--- src/rtl/fp_cvt128_to96.sv ---
// fp_cvt128_to96: two-stage pipelined FP128 -> FP96 narrowing converter
// with IEEE rounding modes and inexact/overflow/invalid flags.
`default_nettype none

module fp_cvt128_to96 (
  input  logic         clk,
  input  logic         rst_n,
  input  logic         i_valid,
  output logic         i_ready,
  input  logic [127:0] i,
  input  logic [2:0]   rm,
  output logic         o_valid,
  input  logic         o_ready,
  output logic [95:0]  o,
  output logic         o_nx,
  output logic         o_ov,
  output logic         o_nv
);

  localparam logic [1:0] CLS_FIN  = 2'd0;
  localparam logic [1:0] CLS_INF  = 2'd1;
  localparam logic [1:0] CLS_QNAN = 2'd2;
  localparam logic [1:0] CLS_SNAN = 2'd3;

  localparam logic [2:0] RM_RTZ = 3'd1;
  localparam logic [2:0] RM_RDN = 3'd2;
  localparam logic [2:0] RM_RUP = 3'd3;
  localparam logic [2:0] RM_RMM = 3'd4;

  localparam logic [14:0] EXP_MAX = 15'h7FFF;

  logic        v1, v2;
  logic        adv1, adv2;

  logic        s1_sign;
  logic [94:0] s1_mag;
  logic [2:0]  s1_rm;
  logic [1:0]  s1_cls;
  logic        s1_guard, s1_sticky, s1_lsb;

  logic [95:0] s2_res;
  logic        s2_nx, s2_ov, s2_nv;

  logic [1:0]  in_cls;
  logic        inc;
  logic [94:0] sum;
  logic [95:0] res;
  logic        nx, ov, nv;

  assign adv2    = ~v2 | o_ready;
  assign adv1    = ~v1 | adv2;
  assign i_ready = adv1;

  always_comb begin
    in_cls = CLS_FIN;
    if (&i[126:112]) begin
      if (i[111:0] == 112'd0) in_cls = CLS_INF;
      else if (i[111])        in_cls = CLS_QNAN;
      else                    in_cls = CLS_SNAN;
    end
  end

  // Stage 2 rounding: carry out of the significand ripples into the exponent.
  always_comb begin
    inc = 1'b0;
    case (s1_rm)
      RM_RTZ:  inc = 1'b0;
      RM_RDN:  inc = s1_sign & (s1_guard | s1_sticky);
      RM_RUP:  inc = ~s1_sign & (s1_guard | s1_sticky);
      RM_RMM:  inc = s1_guard;
      default: inc = s1_guard & (s1_sticky | s1_lsb);
    endcase

    sum = s1_mag + {94'd0, inc};
    res = {s1_sign, sum};
    nx  = s1_guard | s1_sticky;
    ov  = 1'b0;
    nv  = 1'b0;

    case (s1_cls)
      CLS_INF: begin
        res = {s1_sign, EXP_MAX, 80'd0};
        nx  = 1'b0;
      end
      CLS_QNAN, CLS_SNAN: begin
        res = {s1_sign, EXP_MAX, 1'b1, s1_mag[78:0]};
        nx  = 1'b0;
        nv  = (s1_cls == CLS_SNAN);
      end
      default: begin
        if (sum[94:80] == EXP_MAX) ov = 1'b1;
      end
    endcase
  end

  always_ff @(posedge clk or negedge rst_n) begin
    if (!rst_n) begin
      v1        <= 1'b0;
      v2        <= 1'b0;
      s1_sign   <= 1'b0;
      s1_mag    <= '0;
      s1_rm     <= '0;
      s1_cls    <= CLS_FIN;
      s1_guard  <= 1'b0;
      s1_sticky <= 1'b0;
      s1_lsb    <= 1'b0;
      s2_res    <= '0;
      s2_nx     <= 1'b0;
      s2_ov     <= 1'b0;
      s2_nv     <= 1'b0;
    end else begin
      if (adv1) v1 <= i_valid;
      if (adv2) v2 <= v1;

      if (adv1 && i_valid) begin
        s1_sign   <= i[127];
        s1_mag    <= {i[126:112], i[111:32]};
        s1_rm     <= rm;
        s1_cls    <= in_cls;
        s1_guard  <= i[31];
        s1_sticky <= |i[30:0];
        s1_lsb    <= i[32];
      end

      if (adv2 && v1) begin
        s2_res <= res;
        s2_nx  <= nx;
        s2_ov  <= ov;
        s2_nv  <= nv;
      end
    end
  end

  // Outputs are forced to zero whenever no result is being presented.
  assign o_valid = v2;
  assign o       = v2 ? s2_res : 96'd0;
  assign o_nx    = v2 & s2_nx;
  assign o_ov    = v2 & s2_ov;
  assign o_nv    = v2 & s2_nv;

endmodule

`default_nettype wire

--- config.mk ---
export PLATFORM = sky130hd
export DESIGN_NAME = fp_cvt128_to96
export DESIGN_NICKNAME = d
export VERILOG_FILES = /design/src/rtl/fp_cvt128_to96.sv
export SDC_FILE = /design/constraint.sdc
export NUM_CORES = 1
export LEC_CHECK = 0
export ABC_CLOCK_PERIOD_IN_PS = 6000
export CAP_MARGIN = 0
export CORE_ASPECT_RATIO = 0.5
export CORE_UTILIZATION = 35
export CTS_BUF_LIST = sky130_fd_sc_hd__clkbuf_2
export DETAILED_ROUTE_END_ITERATION = 7
export PLACE_DENSITY = 0.67
export SYNTH_ARGS = -nofsm -noshare
export SYNTH_HDL_FRONTEND = slang
export SYNTH_SLANG_ARGS = --single-unit
--- constraint.sdc ---
create_clock -name clk -period 6 [get_ports clk]
set_clock_uncertainty 0.15 [all_clocks]
set_input_delay 1.2 -clock clk [delete_from_list [all_inputs] [get_ports clk]]
set_output_delay 1.2 -clock clk [all_outputs]
set_load 0.02 [all_outputs]
==> impl_metrics.prom, run 1 <==
# TYPE chip_impl_metric gauge
chip_impl_metric{name="final-setup-viol-count",unit=""} 0
chip_impl_metric{name="switchingPower",unit="uW"} 1436
chip_impl_metric{name="r2r_setup_slk",unit="ns"} 1.85
chip_impl_metric{name="max-vdd-ir-drop",unit="mV"} 0.1109
chip_impl_info{name="cp_cell_sequence",value="buf_4 -> and2_1 -> clkdlybuf4s50_1"} 1
chip_impl_metric{name="p_comb_share",unit="%"} 29.2
chip_impl_metric{name="critPathBufInv",unit=""} 2
chip_impl_metric{name="power.leakage",unit="uW"} 0.005403
chip_impl_metric{name="vias_in_the_first_global_route",unit=""} 10197
chip_impl_metric{name="layoutNonFillerInstCount",unit=""} 1828
chip_impl_metric{name="period_share",unit="%"} 75.81
chip_impl_metric{name="fin_util",unit="%"} 46.51
chip_impl_metric{name="drive_above_1_share",unit="%"} 14.67
chip_impl_metric{name="critPathRequiredTime",unit="ns"} 4.65
chip_impl_metric{name="synth_edf_count",unit=""} 0
chip_impl_info{name="worstReg2RegStart",value="s1_rm[0]"} 1
chip_impl_metric{name="worstMarginPinSlew",unit="ns"} 1.187
chip_impl_metric{name="io_buffers",unit=""} 235
chip_impl_metric{name="grt_start_max_net_pins",unit=""} 107
chip_impl_metric{name="detail_route.iter0.violations",unit=""} 881
chip_impl_info{name="criticalPathCategory",value="reg -> out"} 1
chip_impl_metric{name="placed_cells_incl_taps",unit=""} 1743
chip_impl_metric{name="hpwl",unit="mm"} 28.52
chip_impl_metric{name="clkPwrFrac",unit="%"} 24.3
chip_impl_info{name="slowest_stage",value="sky130_fd_sc_hd__dfrtp_2"} 1
chip_impl_metric{name="detailroute.via_count",unit=""} 9915
chip_impl_metric{name="netlist_area",unit="sq mm"} 0.01089
chip_impl_metric{name="fp.dieW",unit="microns"} 251.4
chip_impl_metric{name="number_of_nets_in_the_final_layout",unit=""} 1509
chip_impl_metric{name="die_area",unit="sq mm"} 0.03186
chip_impl_info{name="rr_endpoint",value="s2_res[72]"} 1
chip_impl_metric{name="antenna_left",unit=""} 0
chip_impl_metric{name="ctsResizeCount",unit=""} 0
chip_impl_metric{name="synth_async_sr_flop_share",unit="%"} 100.0
chip_impl_metric{name="start_util",unit="%"} 35.75
chip_impl_metric{name="swShare",unit="%"} 35.48
chip_impl_info{name="crit_family",value="buffers and inverters"} 1
chip_impl_metric{name="syn-num-nets",unit=""} 1262
chip_impl_info{name="status",value="complete, no violations"} 1
chip_impl_info{name="root_buffer",value="sky130_fd_sc_hd__clkbuf_2"} 1
chip_impl_metric{name="synth-warning-count",unit=""} 0
chip_impl_info{name="cts_tree",value="built"} 1
chip_impl_metric{name="cts_setup_buffers",unit=""} 0
chip_impl_metric{name="area_added_between_synthesis_and_finish",unit="%"} 30.09
chip_impl_metric{name="synth.ff_latch_count",unit=""} 204
chip_impl_metric{name="gp_routability_congestion",unit=""} 0.9533
chip_impl_metric{name="cts_inserted_buffers",unit=""} 50
chip_impl_metric{name="drt-pass1-iter-count",unit=""} 5
chip_impl_metric{name="grt_overflow_total",unit=""} 0
chip_impl_metric{name="power_density_normalized_to_cell_area",unit="mW/mm^2"} 285.7
chip_impl_metric{name="critical_path_arrival",unit="ns"} 3.20
chip_impl_metric{name="ff2ff_path_depth",unit=""} 13
chip_impl_info{name="synth_ff_type",value="sky130_fd_sc_hd__dfrtp_1"} 1
chip_impl_metric{name="fin_setup_tns",unit="ns"} 0
chip_impl_metric{name="timing.fmax",unit="MHz"} 219.8
chip_impl_metric{name="cts_hold_buffers",unit=""} 0
chip_impl_metric{name="cts-root-to-sink-buffers",unit=""} 3
chip_impl_metric{name="timing.slew.headroom",unit="%"} 20.17
chip_impl_metric{name="htree_depth",unit=""} 2
chip_impl_metric{name="period_needed",unit="ns"} 4.549
chip_impl_metric{name="clkSinkCount",unit=""} 204
chip_impl_metric{name="final_hold_fails",unit=""} 0
chip_impl_metric{name="timing.critical_path.slowest_cell_delay",unit="ns"} 0.88
chip_impl_metric{name="gate_count_after_technology_mapping",unit=""} 1125
chip_impl_metric{name="cell_internal_pwr",unit="uW"} 2612
chip_impl_metric{name="rows",unit=""} 45
chip_impl_metric{name="holdWs",unit="ns"} 0.2901
chip_impl_info{name="hold_path_class",value="in -> async"} 1
chip_impl_metric{name="y_dimension_of_the_die",unit="microns"} 126.7
chip_impl_info{name="critPathLaunchType",value="flop"} 1
chip_impl_metric{name="yosys.cell_types.count",unit=""} 43
chip_impl_metric{name="crit_path_max_fanout",unit=""} 59
chip_impl_metric{name="antenna_found_initial",unit=""} 1
chip_impl_metric{name="seqPwrFrac",unit="%"} 46.6
chip_impl_metric{name="vias_per_cell",unit=""} 5.424
chip_impl_metric{name="core-area",unit="sq mm"} 0.03046
chip_impl_metric{name="detailed_route_drc_error_count",unit=""} 0
chip_impl_metric{name="slew_violations",unit=""} 0
chip_impl_metric{name="finalPower",unit="uW"} 4048
chip_impl_metric{name="grt_use_total",unit="%"} 23.53
chip_impl_metric{name="wl",unit="mm"} 37.43
chip_impl_metric{name="wl_per_cell",unit="microns"} 20.48
chip_impl_metric{name="syn_area_per_cell",unit="sq um"} 9.679
chip_impl_metric{name="clkSlewWorstSetupHoldPaths",unit="ns"} 0.12
chip_impl_metric{name="yosysSeqAreaShare",unit="%"} 46.88
chip_impl_metric{name="insertion_delay",unit="ns"} 0.85
chip_impl_info{name="grt_setup_unrepaired",value="no"} 1
chip_impl_metric{name="pin_count",unit=""} 236
chip_impl_info{name="setup.worst_path.end_class",value="output port"} 1
chip_impl_metric{name="global_route_wire_length_before_repair",unit="mm"} 58.10
chip_impl_metric{name="drv.max_cap_violation_count",unit=""} 0
-- synthesized netlist by cell type (6+ instances only) --
| cell | number | share of area (%) |
|---|---|---|
| sky130_fd_sc_hd__clkbuf_1 | 45 | 1.6 |
| sky130_fd_sc_hd__and2_1 | 103 | 5.9 |
| sky130_fd_sc_hd__and3_1 | 13 | 0.75 |
| sky130_fd_sc_hd__and4_1 | 10 | 0.80 |
| sky130_fd_sc_hd__nor2_1 | 63 | 2.2 |
| sky130_fd_sc_hd__nand2_1 | 131 | 4.5 |
| sky130_fd_sc_hd__mux2_2 | 100 | 10 |
| sky130_fd_sc_hd__inv_1 | 9 | 0.31 |
| sky130_fd_sc_hd__nand3_1 | 50 | 2.3 |
| sky130_fd_sc_hd__a21oi_1 | 13 | 0.60 |
| sky130_fd_sc_hd__nor4_1 | 63 | 3.6 |
| sky130_fd_sc_hd__o21ai_0 | 80 | 3.7 |
| sky130_fd_sc_hd__nor3_1 | 28 | 1.3 |
| sky130_fd_sc_hd__a31oi_1 | 6 | 0.34 |
| sky130_fd_sc_hd__nand4_1 | 54 | 3.1 |
| sky130_fd_sc_hd__or4_1 | 11 | 0.76 |
| sky130_fd_sc_hd__buf_1 | 6 | 0.21 |
| sky130_fd_sc_hd__dfrtp_1 | 204 | 47 |
| sky130_fd_sc_hd__or3_1 | 7 | 0.40 |
| sky130_fd_sc_hd__xnor2_1 | 46 | 3.7 |
| sky130_fd_sc_hd__xor2_1 | 40 | 3.2 |
-- sequential cells by signal, indices dropped and copies added, names as in the netlist, 2 cells and up --
name / flops
s2_res: 96
s1_rm: 3
s1_mag: 95
s1_cls: 2
-- worst reg2reg max path: stages, from the launching register on --
cell and delay (ns):
sky130_fd_sc_hd__dfrtp_1 0.41, sky130_fd_sc_hd__xnor2_1 0.13, sky130_fd_sc_hd__nor3b_1 0.25, sky130_fd_sc_hd__a21oi_1 0.11, sky130_fd_sc_hd__nor2_1 0.10, sky130_fd_sc_hd__ha_1 0.24
sky130_fd_sc_hd__ha_1 0.26, sky130_fd_sc_hd__nand3_1 0.23, sky130_fd_sc_hd__nor3_1 0.65, sky130_fd_sc_hd__nand4_1 0.39, sky130_fd_sc_hd__nor4_1 0.69, sky130_fd_sc_hd__nand3_1 0.18
sky130_fd_sc_hd__xor2_1 0.18, sky130_fd_sc_hd__o21ai_0 0.17
-- power groups by stage --
stage	registers [uW]	clock network (uW)	logic, uW
CTS	1880	1000	1190
global route	1920	1070	1280
finish	1880	983	1180
global placement	1900	0	1170
floorplan	1790	0	672
detailed placement	1910	0	1180
-- layout make-up --
class                           instances  area [sq um]
Antenna cell                            1         2.502
Clock buffer                           73         365.4
Clock inverter                         11         97.59
Fill cell                            2961         16290
Inverter                                9         33.78
Multi-Input combinational cell        861          5580
Timing Repair Buffer                  246          2451
Sequential cell                       204          5106
Tap cell                              423         529.3
-- per-layer routing --
metal	share of wire, %	vias up	track usage (%)
li1	-	4558	-
met1	43	4889	31.38
met2	46	395	37.18
met3	8.3	73	6.095
met4	2.9	0	7.999
met5	0	-	0
-- per-stage QoR --
stage / area [sq um] / setup slack, ns
after floorplan: 10890 / 2.809
after global placement: 13700 / 2.132
after detailed placement: 13700 / 1.997
after CTS: 14160 / 1.391
after global routing: 14170 / 1.287
final: 14170 / 1.451
-- cell usage in the layout (no fill, tap or decap), drive strengths merged, types with 4 or more instances in the layout --
cell	synthesis	final
clkdlybuf4s50	0	234
dfrtp	204	204
nand2	133	133
and2	103	103
mux2	100	100
o21ai	82	82
clkbuf	45	74
nor4	66	66
nor2	63	63
nand4	55	55
nand3	50	50
xnor2	46	46
xor2	40	40
nor3	28	28
a21oi	13	13
and3	13	13
or4	13	13
buf	6	11
and4	10	10
inv	9	9
clkinv	0	9
or3	7	7
a31oi	6	6
nand2b	4	4
or2	4	4
o31a	4	4
o32a	4	4
-- cell families (layout without fill, tap and decap cells) --
group | count (synthesis) | after routing | share of synthesized area (%)
simple gates | 557 | 557 | 27.66
mux | 100 | 100 | 10.34
compound gates | 116 | 116 | 5.906
xor+xnor | 86 | 86 | 6.917
fa+ha+maj | 2 | 2 | 0.2298
other cells | 0 | 1 | 0
flops | 204 | 204 | 46.88
buf+inv | 60 | 339 | 2.068
-- how the worst max path moves through the flow --
stage                         from    endpoint  cells past startpoint
after global placement     o_ready     i_ready                      3
final                      o_valid        o[2]                      3
after detailed placement  s1_rm[0]  s2_res[72]                     13
after floorplan           s1_rm[0]       s2_ov                     13
after CTS                  o_valid       o[79]                      3
after global routing       o_valid       o[81]                      3
Power figures use the tool's default switching activity.
==> run 2: changes to the inputs <==
ABC_CLOCK_PERIOD_IN_PS = 3700   (was 6000)
PLACE_DENSITY = 0.69   (was 0.67)
clock period = 3.7 ns   (was 6 ns; I/O delays follow)
==> impl_metrics.prom, run 2 (synthesized netlist as in run 1, its figures left out) <==
# TYPE chip_impl_metric gauge
chip_impl_metric{name="htree_depth",unit=""} 2
chip_impl_metric{name="place_ws",unit="ns"} 0.1202
chip_impl_metric{name="critical_path_arrival",unit="ns"} 2.63
chip_impl_metric{name="pin_count",unit=""} 236
chip_impl_metric{name="insertion_delay",unit="ns"} 0.89
chip_impl_metric{name="drv.max_cap_violation_count",unit=""} 0
chip_impl_info{name="critPathLaunchType",value="flop"} 1
chip_impl_metric{name="clkSinkCount",unit=""} 204
chip_impl_info{name="reg_top3",value="s2_res x96, s1_mag x95, s1_rm x3"} 1
chip_impl_metric{name="period_needed",unit="ns"} 3.524
chip_impl_metric{name="area_added_between_synthesis_and_finish",unit="%"} 33.40
chip_impl_metric{name="grt_start_max_net_pins",unit=""} 94
chip_impl_info{name="cts_tree",value="built"} 1
chip_impl_metric{name="antenna_found_initial",unit=""} 2
chip_impl_metric{name="largest_reg_flops",unit=""} 96
chip_impl_metric{name="die_area",unit="sq mm"} 0.03186
chip_impl_metric{name="global_route_wire_length_before_repair",unit="mm"} 59.53
chip_impl_metric{name="hpwl",unit="mm"} 29.73
chip_impl_metric{name="timing.fmax",unit="MHz"} 283.8
chip_impl_info{name="most-common-layout-cells",value="sky130_fd_sc_hd__clkdlybuf4s50_1, sky130_fd_sc_hd__dfrtp_1, sky130_fd_sc_hd__nand2_1"} 1
chip_impl_metric{name="drt-pass1-iter-count",unit=""} 5
chip_impl_metric{name="antenna_left",unit=""} 0
chip_impl_info{name="max_flop_register",value="s2_res"} 1
chip_impl_info{name="setup.worst_path.end_class",value="output port"} 1
chip_impl_metric{name="core-area",unit="sq mm"} 0.03046
chip_impl_metric{name="holdWs",unit="ns"} 0.3204
chip_impl_metric{name="fin_setup_tns",unit="ns"} 0
chip_impl_metric{name="vias_per_cell",unit=""} 5.358
chip_impl_metric{name="layout.filler_cells",unit=""} 2901
chip_impl_metric{name="grt_overflow_total",unit=""} 0
chip_impl_metric{name="fin_area",unit="sq mm"} 0.01453
chip_impl_metric{name="critPathRequiredTime",unit="ns"} 2.81
chip_impl_info{name="root_buffer",value="sky130_fd_sc_hd__clkbuf_2"} 1
chip_impl_info{name="criticalPathCategory",value="reg -> out"} 1
chip_impl_info{name="hold_path_class",value="in -> async"} 1
chip_impl_metric{name="drive_above_1_share",unit="%"} 16.86
chip_impl_metric{name="cts-root-to-sink-buffers",unit=""} 3
chip_impl_metric{name="wl_per_cell",unit="microns"} 20.51
chip_impl_metric{name="start_util",unit="%"} 35.75
chip_impl_metric{name="wl",unit="mm"} 38.38
chip_impl_metric{name="gp_routability_congestion",unit=""} 0.9476
chip_impl_metric{name="detailed_route_drc_error_count",unit=""} 0
chip_impl_metric{name="grt_use_total",unit="%"} 24.30
chip_impl_metric{name="y_dimension_of_the_die",unit="microns"} 126.7
chip_impl_metric{name="finalPower",unit="uW"} 6560
chip_impl_metric{name="finalWorstSetupSlack",unit="ns"} 0.1758
chip_impl_metric{name="final-setup-viol-count",unit=""} 0
chip_impl_metric{name="power_density_normalized_to_cell_area",unit="mW/mm^2"} 451.6
chip_impl_metric{name="slew_violations",unit=""} 0
chip_impl_metric{name="io_buffers",unit=""} 235
chip_impl_metric{name="layout.area.seq",unit="sq mm"} 0.005106
chip_impl_metric{name="worstMarginPinSlew",unit="ns"} 1.044
chip_impl_metric{name="max-vdd-ir-drop",unit="mV"} 0.1722
chip_impl_metric{name="crit_path_max_fanout",unit=""} 44
chip_impl_metric{name="dpl_cell_area",unit="sq mm"} 0.01399
chip_impl_metric{name="detail_route.iter0.violations",unit=""} 736
chip_impl_metric{name="cts_setup_buffers",unit=""} 0
chip_impl_info{name="grt_setup_unrepaired",value="no"} 1
chip_impl_metric{name="multi_input_comb_area",unit="sq mm"} 0.005639
chip_impl_metric{name="power.leakage",unit="uW"} 0.005593
chip_impl_metric{name="timing.slew.headroom",unit="%"} 30.14
chip_impl_metric{name="final_hold_fails",unit=""} 0
chip_impl_metric{name="detailroute.via_count",unit=""} 10024
chip_impl_info{name="status",value="complete, no violations"} 1
chip_impl_metric{name="clkSlewWorstSetupHoldPaths",unit="ns"} 0.12
chip_impl_info{name="layout.cells.most_common",value="sky130_fd_sc_hd__clkdlybuf4s50_1"} 1
chip_impl_metric{name="vias_in_the_first_global_route",unit=""} 10241
chip_impl_metric{name="number_of_nets_in_the_final_layout",unit=""} 1544
chip_impl_metric{name="period_share",unit="%"} 95.25
chip_impl_metric{name="cts_inserted_buffers",unit=""} 50
chip_impl_metric{name="fp.dieW",unit="microns"} 251.4
chip_impl_metric{name="rows",unit=""} 45
-- run 2: cell count changes in the layout (fill, tap and decap cells not counted), moves of 3 or more --
| cell | delta |
|---|---|
| sky130_fd_sc_hd__buf_4 | +31 |
| sky130_fd_sc_hd__clkinv_1 | +13 |
| sky130_fd_sc_hd__nor4_2 | +4 |
| sky130_fd_sc_hd__buf_12 | +3 |
| sky130_fd_sc_hd__clkbuf_2 | -9 |
| sky130_fd_sc_hd__nor4_1 | -5 |
| sky130_fd_sc_hd__clkinv_2 | +5 |
-- run 2: area by class of cell --
class                   instances  share of cell area (%)
diodes                          1                 0.01723
clock buffers                  64                   2.205
clock inverters                28                  0.9733
inverters                       9                  0.2326
multi-input cells             861                   38.82
flip-flops and latches        204                   35.15
well taps                     423                   3.643
repair buffers                281                   18.96
-- run 2: repair_timing --
action,in CTS,in global routing
resized for setup,0,10
hold endpoints to repair,89,0
hold buffers,1,0
endpoints found under the setup margin,0,19
-- run 2: per-layer routing --
layer  global-route usage [%]  share of wire (%)
met2                    37.20                 45
met3                    6.587                8.5
met1                    32.96                 44
met5                        0                  0
met4                    8.859                2.9
-- run 2: final timing paths --
path	from	to	slack, ns	depth (start not counted)
hold reg to reg	s2_res[53]	s2_res[53]	0.33	2
setup reg to reg	s1_sign	s2_res[43]	0.27	14
setup / recovery	o_valid	o[43]	0.18	3
min in group clk	s2_res[53]	s2_res[53]	0.33	2
hold / removal	rst_n	s1_mag[63]	0.32	2
max in group asynchronous	rst_n	s2_res[9]	2.18	3
-- run 2: where the power goes --
| part | internal [uW] | total [uW] | switching [uW] |
|---|---|---|---|
| combinational | 981 | 1960 | 976 |
| sequential | 2620 | 3050 | 427 |
| clock | 559 | 1560 | 998 |
| total | 4160 | 6560 | 2400 |
-- run 2: worst max-delay path: stages, from the launching register on --
cell and delay (ns):
sky130_fd_sc_hd__dfrtp_2 0.57, sky130_fd_sc_hd__buf_4 0.36, sky130_fd_sc_hd__and2_1 0.19, sky130_fd_sc_hd__clkdlybuf4s50_1 0.61
-- run 2: stage by stage --
stage	utilization, %	cells
final	47.69	1871
after floorplan	-	1125
after detailed placement	45.94	1777
after global placement	45.94	1777
after global routing	47.69	1871
after CTS	47.49	1870
==> edit 1: new RTL, config.mk and constraints of run 2 <==
Reset style: synchronous (`rst_n`), changed in one clocked block.
--- a/src/rtl/fp_cvt128_to96.sv
+++ b/src/rtl/fp_cvt128_to96.sv
@@ -93,7 +93,7 @@
     endcase
   end
 
-  always_ff @(posedge clk or negedge rst_n) begin
+  always_ff @(posedge clk) begin
     if (!rst_n) begin
       v1        <= 1'b0;
       v2        <= 1'b0;
Check against the original RTL: differs if rst_n is asserted again (counterexample within 4 cycles, from zero or initial values and one cycle with rst_n low); with rst_n held inactive, the same outputs for 4 cycles.
==> edit 1 against run 2 <==
- routed wire length about the same
- sequential cell count unchanged
- utilization is 1.2 points lower
- setup slack gained 0.049 ns
- area after synthesis increased by 0.33%
- design area shrank 2.2%
- count of clock-buffer cells in the layout up 4
- fmax rose by 1.4%
- worst hold slack got worse by 0.21 ns
- critical path type unchanged
- largest cell class unchanged
Power is not compared: it rests on default switching activity, and its combinational part moved more than twofold at a synthesized area within 25%.
==> edit 1: results <==
global_routing:
  grtUsageMet2: 0.3643
  grt_usage: 0.2347
  antenna_found_initial: 1
  met3_usage: 0.06403
  grt_pass1_wl_um: 58630
  met1_usage: 0.3138
  first_global_vias: 10590
  grt_max_degree: 102
setup_path:
  rr_worst_depth: 13
  path_max_fanout: 53
  max_stage_delay_ns: 0.67
  r2r-end: "s2_res[76]$_SDFFE_PN0P_"
  cp_slowest_cell: "dfxtp_4"
  critPathLaunch: "o_valid$_SDFFE_PN0P_"
  r2r-start: "s1_rm[0]$_SDFFE_PN0P_"
  arrival_ns: 2.59
  r2r_slack_ns: 0.43
  critPathCapture: "o[4]"
cts:
  cts_max_path_buffers: 3
  numCtsBuffers: 48
  clk_latency_ns: 0.86
worst_hold_path:
  hold_end: "s1_mag[83]$_SDFFE_PN0P_"
  holdPathStages: 2
  hp-start: "rst_n"
  worstHoldPathType: "in -> reg"
yosys:
  synth-xor-area-share: 0.06574
  ys_top_cells_by_count: "nand2_1, dfxtp_1, and2_1, a21boi_0, clkbuf_1"
  synth_mux_area_frac: 0
  synth-compound-area-share: 0.1568
  synth_seq_area_share: 0.3738
  synth_cell_types: 54
  synth-adder-area-share: 0.002290
  netlist_instances: 1404
  yosysWarnings: 0
  synth_area_leaders: "dfxtp_1, nand2_1, a21boi_0"
  async_flop_share: 0
  yosys_most_used_dff: "dfxtp_1"
  syn_nets: 1541
drt:
  via_per_inst: 5.352
  met2WireLength_um: 17050
  drc: 0
  wl_um: 38360
  wl_met3_um: 3049
  drt-initial-drc-count: 971
  drt-pass1-iter-count: 7
  m1WireLength_um: 17350
  wl_per_cell_um: 18.35
placed_design:
  place_inst: 2006
  gp_congestion: 1.007
  hpwlAfterDp_um: 28720
  port_buffers: 235
timing:
  maxSlewHeadroom: 0.4066
final_layout:
  final_nets: 1770
  drive_above_1_share: 0.07443
  fillers: 3125
status:
  status: "complete, no violations"
[edit 1: worst reg2reg max path, stage by stage, from the launching register on]
cell	delay, ns
dfxtp_1	0.34
xnor2_1	0.12
nor3b_1	0.19
a21oi_1	0.06
nor2_1	0.10
ha_1	0.22
ha_1	0.19
nand4b_1	0.22
nor4_2	0.34
nand4_1	0.30
nor4_1	0.37
nor4bb_1	0.32
xnor2_1	0.16
o21ai_0	0.08
[edit 1: through the flow]
stage                       util  worst slack [ns]  hold WS [ns]  area, um^2  power [uW]
after floorplan                -            0.6696        0.2674       10930        2719
after detailed placement  0.4510            0.3101        0.2879       13760        3051
final                     0.4654            0.2249        0.1127       14200        4499
after global routing      0.4654           0.04490        0.1036       14200        4702
after global placement    0.4510            0.4014        0.2828       13760        3045
after CTS                 0.4651            0.1417       0.06168       14190        4527
[edit 1: timing repair]
action	CTS	global route
cloned	0	0
setup endpoints to repair	52	3
resized for setup	1	1
[edit 1: kinds of logic (layout without fill, tap and decap cells)]
group                      count (synthesis)  in the layout
DFF                                      204            204
and+or+nand+nor                          769            769
xor gates and xnor gates                  82             82
other                                      0              1
buffers and inverters                    104            366
AOI/OAI and AO/OA                        243            243
adders and majority gates                  2              2
[edit 1: cell type report]
type	instances	area, um^2	share of cell area
clock inverters	15	86.33	0.006079
flip-flops and latches	204	4088	0.2878
well taps	423	529.3	0.03727
repair buffers	270	2650	0.1866
diodes	1	2.502	0.0001762
multi-input cells	1096	6456	0.4546
inverters	13	48.80	0.003436
clock buffers	68	340.3	0.02396
[edit 1: power breakdown]
group / internal [uW] / total (uW) / switching (uW)
Combinational: 289 / 582 / 293
Clock: 561 / 1490 / 931
Sequential: 2290 / 2420 / 131
Total: 3140 / 4500 / 1350
==> edit 2: new RTL, config.mk and constraints of run 2 <==
Made on the original files. Change the localparam `EXP_MAX` from 15'h7FFF to 15'h4000.
--- a/src/rtl/fp_cvt128_to96.sv
+++ b/src/rtl/fp_cvt128_to96.sv
@@ -27,7 +27,7 @@
   localparam logic [2:0] RM_RUP = 3'd3;
   localparam logic [2:0] RM_RMM = 3'd4;
 
-  localparam logic [14:0] EXP_MAX = 15'h7FFF;
+  localparam logic [14:0] EXP_MAX = 15'h4000;
 
   logic        v1, v2;
   logic        adv1, adv2;
Formal check against the unedited RTL: not equivalent (Yosys sat finds a counterexample within 4 cycles, from zero or initial values and one cycle with rst_n low).
==> edit 2 against run 2 <==
- setup slack better by 0.014 ns
- area after synthesis fell by 0.69%
- total power is 0.54% lower
- design area shrank 2.2%
- count of clock-buffer cells in the layout up 10
- sequential cell count did not move
- register-to-register slack got worse by 0.02 ns
- synthesized cell count up 0.27%
- routed wire length shrank 6.0%
- die area is 0.68% lower
- critical endpoint is now i_ready
- largest cell class unchanged
- largest power group unchanged
==> edit 2: results <==
global_routing:
  antenna_found_initial: 4
  grt_usage: 0.2290
power_and_ir_drop:
  vdd_drop_max_v: 0.0001689
  p_switching_uw: 2333
  p_leak_uw: 0.005522
placed_design:
  hpwlAfterDp_um: 27410
  place_ws_ns: 0.2168
  gp_congestion: 0.9543
  place_inst: 1732
drt:
  vias: 9859
  wl_per_cell_um: 19.71
  drt-initial-drc-count: 989
status:
  status: "complete, no violations"
final_layout:
  final_nets: 1524
  drive_above_1_share: 0.1562
  stdcell_count: 1831
yosys:
  synth-adder-area-share: 0.002314
  syn_nets: 1265
  synth_cell_types: 45
  synth_area_leaders: "dfrtp_1, mux2_2, and2_1"
  synth-xor-area-share: 0.07764
  netlist_instances: 1128
timing:
  final-hold-violation-count: 0
  tightest_slew_ns: 0.7441
cts:
  clk_latency_ns: 0.87
  cts_max_path_buffers: 3
  numCtsBuffers: 51
setup_path:
  path_max_fanout: 61
-- edit 2: final timing paths --
kind,depth (start not counted),slack (ns),end,start
max in group asynchronous,3,2.16,s2_res[81]$_DFFE_PN0P_,rst_n
worst min register to register,2,0.33,s2_res[32]$_DFFE_PN0P_,s2_res[32]$_DFFE_PN0P_
worst max-delay path,3,0.19,i_ready,o_valid$_DFFE_PN0P_
worst max register to register,13,0.25,s2_res[64]$_DFFE_PN0P_,s1_rm[0]$_DFFE_PN0P_
worst min-delay path,2,0.33,s2_res[32]$_DFFE_PN0P_,s2_res[32]$_DFFE_PN0P_
min in group asynchronous,2,0.34,s1_mag[49]$_DFFE_PN0P_,rst_n
-- edit 2: final cells by class --
cell class | count | area [um^2]
fillers | 2853 | 16140
diodes | 4 | 10.01
flip-flops and latches | 204 | 5106
inverters | 14 | 52.55
clock inverters | 20 | 105.1
clock buffers | 74 | 370.4
multi-input cells | 856 | 5484
repair buffers | 260 | 2584
well taps | 399 | 499.2
-- edit 2: worst max-delay path: stages (launching register included) --
cell and delay (ns):
dfrtp_2 0.38, buf_4 0.40, nand3b_1 0.32, clkdlybuf4s50_1 0.64
-- edit 2: power by group through the flow --
stage,clock network [uW],logic (uW),registers [uW]
after floorplan,0,1100,2900
after global routing,1760,2080,3070
after detailed placement,0,1920,3050
after global placement,0,1910,3040
final,1590,1920,3020
after CTS,1630,1930,3010
-- edit 2: metal layers --
layer	wire [um]	vias to the layer above	GRT usage	share of wire
li1	-	4520	-	-
met1	15960	4842	0.3138	0.44
met2	16640	415	0.3623	0.46
met3	2516	82	0.04576	0.070
met4	970	0	0.07975	0.027
met5	0	-	0	0
-- edit 2: timing repair --
action | CTS | global route
hold buffers | 1 | 0
hold endpoints to repair | 81 | 0
gates resized for setup | 0 | 2
endpoints found under the setup margin | 0 | 3
